$ cat src/rtl/nn_frame_loader.sv
// Buffers a byte-serial network frame, replays it to neural_network in load order,
// then captures the network output after a fixed settling wait.
//
// state   | meaning
// --------+------------------------------------------------------------
// IDLE    | ready for the first byte of a frame
// FILL    | accepting the remaining bytes of the frame
// PLAY_X  | replaying input bytes, changes on x[0]
// PLAY_P  | replaying parameter bytes from the buffer
// COMMIT  | single changes strobe to latch the loaded parameters
// WAIT    | settling time before sampling network_outputs
// CAPTURE | result registered, result_valid pulse
module nn_frame_loader #(
  parameter int N_INPUTS    = 4,
  parameter int N_NEURONS   = 4,
  parameter int DATA_W      = 8,
  parameter int RESULT_WAIT = 2
) (
  input  logic              clk,
  input  logic              reset,
  input  logic              s_valid,
  input  logic [DATA_W-1:0] s_data,
  output logic              s_ready,
  input  logic              keep_params,
  output logic [DATA_W-1:0] nn_data_in,
  output logic              nn_changes,
  input  logic [DATA_W-1:0] nn_outputs,
  output logic [DATA_W-1:0] result,
  output logic              result_valid,
  output logic              busy
);

  localparam int P_LEN     = N_NEURONS * (N_INPUTS + 2);
  localparam int FRAME_LEN = N_INPUTS + P_LEN;
  localparam int IDX_W     = $clog2(FRAME_LEN);
  localparam int WAIT_W    = (RESULT_WAIT > 1) ? $clog2(RESULT_WAIT) : 1;
  localparam logic [IDX_W-1:0]  X_LAST = IDX_W'(N_INPUTS - 1);
  localparam logic [IDX_W-1:0]  F_LAST = IDX_W'(FRAME_LEN - 1);
  localparam logic [WAIT_W-1:0] W_LOAD = WAIT_W'(RESULT_WAIT - 1);

  typedef enum logic [2:0] {
    IDLE, FILL, PLAY_X, PLAY_P, COMMIT, WAIT, CAPTURE
  } state_t;

  state_t state, state_nxt;

  logic [DATA_W-1:0] buffer [FRAME_LEN];
  logic [IDX_W-1:0]  wr_idx, last_idx, play_idx, first_last, wr_ptr;
  logic [WAIT_W-1:0] wait_cnt;
  logic              params_loaded, accept;

  assign accept     = s_valid && s_ready;
  // Inputs-only frames are only honoured once a full parameter set is held.
  assign first_last = (keep_params && params_loaded) ? X_LAST : F_LAST;
  assign wr_ptr     = (state == IDLE) ? '0 : wr_idx;

  always_ff @(posedge clk) begin
    if (reset) state <= IDLE;
    else       state <= state_nxt;
  end

  always_comb begin
    state_nxt = state;
    case (state)
      IDLE:    if (accept) state_nxt = (first_last == '0) ? PLAY_X : FILL;
      FILL:    if (accept && wr_idx == last_idx) state_nxt = PLAY_X;
      PLAY_X:  if (play_idx == X_LAST) state_nxt = PLAY_P;
      PLAY_P:  if (play_idx == F_LAST) state_nxt = COMMIT;
      COMMIT:  state_nxt = WAIT;
      WAIT:    if (wait_cnt == '0) state_nxt = CAPTURE;
      CAPTURE: state_nxt = IDLE;
      default: state_nxt = IDLE;
    endcase
  end

  always_ff @(posedge clk) begin
    if (reset) begin
      wr_idx        <= '0;
      last_idx      <= '0;
      play_idx      <= '0;
      wait_cnt      <= '0;
      params_loaded <= 1'b0;
      result        <= '0;
    end else begin
      if (state == IDLE && accept) begin
        last_idx <= first_last;
        wr_idx   <= IDX_W'(1);
      end else if (state == FILL && accept) begin
        if (wr_idx != last_idx) wr_idx <= wr_idx + IDX_W'(1);
        else if (last_idx == F_LAST) params_loaded <= 1'b1;
      end

      if (state == IDLE || state == FILL)
        play_idx <= '0;
      else if ((state == PLAY_X || state == PLAY_P) && play_idx != F_LAST)
        play_idx <= play_idx + IDX_W'(1);

      if (state == COMMIT)
        wait_cnt <= W_LOAD;
      else if (state == WAIT && wait_cnt != '0)
        wait_cnt <= wait_cnt - WAIT_W'(1);

      if (state == WAIT && wait_cnt == '0)
        result <= nn_outputs;
    end
  end

  // Buffer is deliberately unreset; only the frame bytes themselves matter.
  always_ff @(posedge clk) begin
    if (accept) buffer[wr_ptr] <= s_data;
  end

  always_comb begin
    s_ready      = !reset && (state == IDLE || state == FILL);
    busy         = (state != IDLE);
    result_valid = (state == CAPTURE);
    nn_data_in   = '0;
    nn_changes   = 1'b0;
    case (state)
      PLAY_X: begin
        nn_data_in = buffer[play_idx];
        nn_changes = (play_idx == X_LAST);
      end
      PLAY_P:  nn_data_in = buffer[play_idx];
      COMMIT:  nn_changes = 1'b1;
      default: ;
    endcase
  end

endmodule

$ cat config.mk
export PLATFORM = sky130hd
export DESIGN_NAME = nn_frame_loader
export DESIGN_NICKNAME = d
export VERILOG_FILES = /design/src/rtl/nn_frame_loader.sv
export SDC_FILE = /design/constraint.sdc
export NUM_CORES = 1
export LEC_CHECK = 0
export CORE_MARGIN = 8
export CORE_UTILIZATION = 25
export CTS_CLUSTER_DIAMETER = 50
export CTS_CLUSTER_SIZE = 25
export DETAILED_ROUTE_END_ITERATION = 10
export HOLD_SLACK_MARGIN = 0.15
export PLACE_DENSITY = 0.44
export SYNTH_ARGS = -nofsm -noshare
export SYNTH_HDL_FRONTEND = slang
export SYNTH_SLANG_ARGS = --single-unit
$ cat constraint.sdc
create_clock -name clk -period 5.72 [get_ports clk]
set_clock_uncertainty 0.1 [all_clocks]
set_input_delay 0.858 -clock clk [delete_from_list [all_inputs] [get_ports clk]]
set_output_delay 0.858 -clock clk [all_outputs]
set_load 0.005 [all_outputs]
==> flow_summary_export.csv <==
group,metric,value,unit
status,outcome,"complete, no violations",
clock_tree,ctsHoldBuffers,0,
synth,yosysSeqAreaShare,0.7213,
synth,synth_ff_type,"edfxtp_1",
layout,fin_area,0.01212,sq mm
timing,rsz0062_at_grt,"false",
drt,drtIter0Drc,393,
pwr,p_leak,3.578,nW
drt,ant_nets,0,
timing,drv_slew,0,
clock_tree,cts.sinks,254,
placed_design,postPlaceCellArea,0.01110,sq mm
synth,ys_seq_elements,254,
worst_setup_path,cp-start-kind,"flip-flop",
worst_setup_path,crit_path_top_delay_cell,"dfxtp_4",
global_route,grt_first_pass_wirelength,37060,um
global_route,grt-ovfl-total,0,
global_route,antenna_found_initial,0,
placed_design,port_buffers,39,
drt,route.detailed.drc,0,
synth,syn-num-nets,605,
die,design.core.area,0.04046,sq mm
placed_design,gp_congestion,0.7269,
die,initial_core_util,0.2511,
die,die_w,217.6,um
clock_tree,post_cts_resize_count,0,
layout,antennaDiodeCount,0,
worst_setup_path,cp_top_family,"buffers and inverters",
timing,final.min_clock_period,4.413,ns
die,dieArea,0.04734,sq mm
drt,vias,5406,
synth,synth_area,0.01016,sq mm
synth,yosys_warnings,0,
timing,setup_viol,0,
clock_tree,cts_buffer_depth,3,
synth,synth_edf_count,224,
synth,synth_cell_type_count,49,
layout,drive_gt1_frac,0.1827,
global_route,track_usage,0.1022,
worst_setup_path,crit_type,"flip-flop to primary output",
pwr,vdd.ir_drop.worst,0.2177,mV
worst_setup_path,crit_chain,"buf_12 -> mux2i_1 -> nor3_1 -> a211oi_1 -> o32a_1 -> a221oi_1 -> clkdlybuf4s50_1",
worst_setup_path,cp_slowest_stage_delay,0.86,ns
clock_tree,cts_tree,"built",
layout,nets,646,
job,cap_violations,0,
global_route,grt_pass1_vias,5535,
placed_design,place_ws,1.586,ns
layout,area_growth,19.35,%
global_route,grt_max_degree,42,
clock_tree,root_buffer,"clkbuf_16",
drt,drtPass1Iterations,4,
clock_tree,clk_latency,0.54,ns
die,fp-row-count,74,
timing,setup_tns,0,ns
clock_tree,clk_pin_slew_worst_paths,0.07,ns
layout,final_cells,1178,
clock_tree,cts_max_level,1,
placed_design,dp_hpwl,15940,um
timing,worst_pin_slew,1.252,ns
clock_tree,cts_setup_buffers,0,
worst_setup_path,cp_max_fo,41,
pwr,power.total,4.026,mW
worst_setup_path,cp.arrival,3.46,ns
drt,wire_per_inst,20.75,um
worst_setup_path,worst_setup_path_end_kind,"primary output",
worst_setup_path,crit_required,4.76,ns
die,io_pins,40,
worst_setup_path,path_buf_inv,2,
timing,hold_slack,0.3617,ns
timing,relSlewSlack,0.1627,
layout,final_util,0.2996,
worst_hold_path,hold_class,"flip-flop to flip-flop",
clock_tree,numCtsBuffers,28,
drt,wirelength,24450,um
timing,hold_viol_final,0,
placed_design,place_inst,1126,
drt,via_per_inst,4.589,
synth,avgSynthCellArea,17.42,sq um
timing,fin_ws,1.307,ns
die,fp.dieH,217.6,um
timing,fmax,0.2266,GHz
synth,syn_inst,583,
timing,period_share,0.7716,
synth,synthArstFlopShare,0,
pwr,power_density,332.1,mW/mm^2
[cell families after synthesis]
kind of cell	Yosys count	synth area share
xor+xnor	5	0.004311
buf+inv	38	0.01934
compound gates	62	0.04274
mux	92	0.1479
simple gates	130	0.06196
flops	254	0.7213
fa+ha+maj	2	0.002463
[synth_stat cells, types with 3 or more instances]
cell	count	area [sq um]
nand2_1	10	37.54
xor2_1	4	35.03
nor2b_1	8	50.05
mux2i_1	41	410.4
o32a_1	5	50.05
nand3b_1	5	37.54
o21ai_0	15	75.07
nand4_1	3	18.77
nor2_1	57	214.0
mux2_2	5	56.30
edfxtp_1	224	6726
buf_2	7	35.03
or3_1	5	31.28
nand3_1	14	70.07
inv_1	3	11.26
a21oi_1	14	70.07
a221oi_1	6	52.55
nand2b_1	7	43.79
buf_4	5	37.54
mux4_2	46	1036
nor3_1	13	65.06
clkbuf_1	18	67.56
dfxtp_1	30	600.6
a211oi_1	7	52.55
[cells in the final DEF (no fill, tap or decap), types with 2 or more instances in the layout]
master / instances
dfxtp_1: 27
clkinv_4: 2
inv_6: 5
ha_1: 2
edfxtp_1: 224
nor2b_1: 8
nor3_1: 13
mux2i_1: 41
nor2_1: 57
clkbuf_8: 2
mux4_2: 46
o32a_1: 5
o22a_1: 2
xor2_1: 4
clkbuf_16: 28
a31o_2: 2
nand2_1: 10
inv_8: 2
nand3b_1: 5
dfxtp_2: 2
buf_4: 5
inv_1: 3
clkinv_8: 5
mux2_2: 5
nand3_1: 14
a21oi_1: 14
a211oi_1: 7
nand4_1: 3
o21ai_0: 15
clkdlybuf4s50_1: 39
bufinv_16: 2
clkinvlp_4: 3
a221oi_1: 6
or3_1: 5
and3_1: 2
nand2b_1: 7
[state kept, by name, indices dropped and copies added (netlist names), named ones only]
register,flops
buffer,224
result,8
play_idx,5
wr_idx,5
state,3
last_idx,2
params_loaded,1
wait_cnt,1
[area by class of cell]
cell class / instances / area [sq um]
Fill cell: 3932 / 28340
Clock buffer: 31 / 732.0
Sequential cell: 254 / 7333
Timing Repair Buffer: 46 / 452.9
Tap cell: 532 / 665.6
Multi-Input combinational cell: 291 / 2635
Inverter: 3 / 11.26
Clock inverter: 21 / 294.0
[power by group]
group	internal [mW]	leakage [nW]	switching, mW
Combinational	0.0293	0.833	0.0537
Sequential	2.02	2.26	0.00659
Clock	1.07	0.485	0.846
Total	3.12	3.58	0.906
[final timing paths]
kind | cells past startpoint | from | slack, ns | endpoint
setup / recovery | 7 | flip-flop | 1.31 | nn_data_in[0]
hold / removal | 1 | params_loaded | 0.36 | last_idx[3]
setup reg to reg | 5 | state[2] | 2.95 | buffer[10][6]
hold reg to reg | 1 | params_loaded | 0.36 | last_idx[3]
[layer usage]
| layer | global-route usage | up-vias | part of all wire |
|---|---|---|---|
| li1 | - | 2412 | - |
| met1 | 0.1430 | 2826 | 0.46 |
| met2 | 0.1579 | 137 | 0.46 |
| met3 | 0.02552 | 31 | 0.055 |
| met4 | 0.02322 | 0 | 0.019 |
| met5 | 0 | - | 0 |
Note: power is estimated with default switching activity, not from simulation.
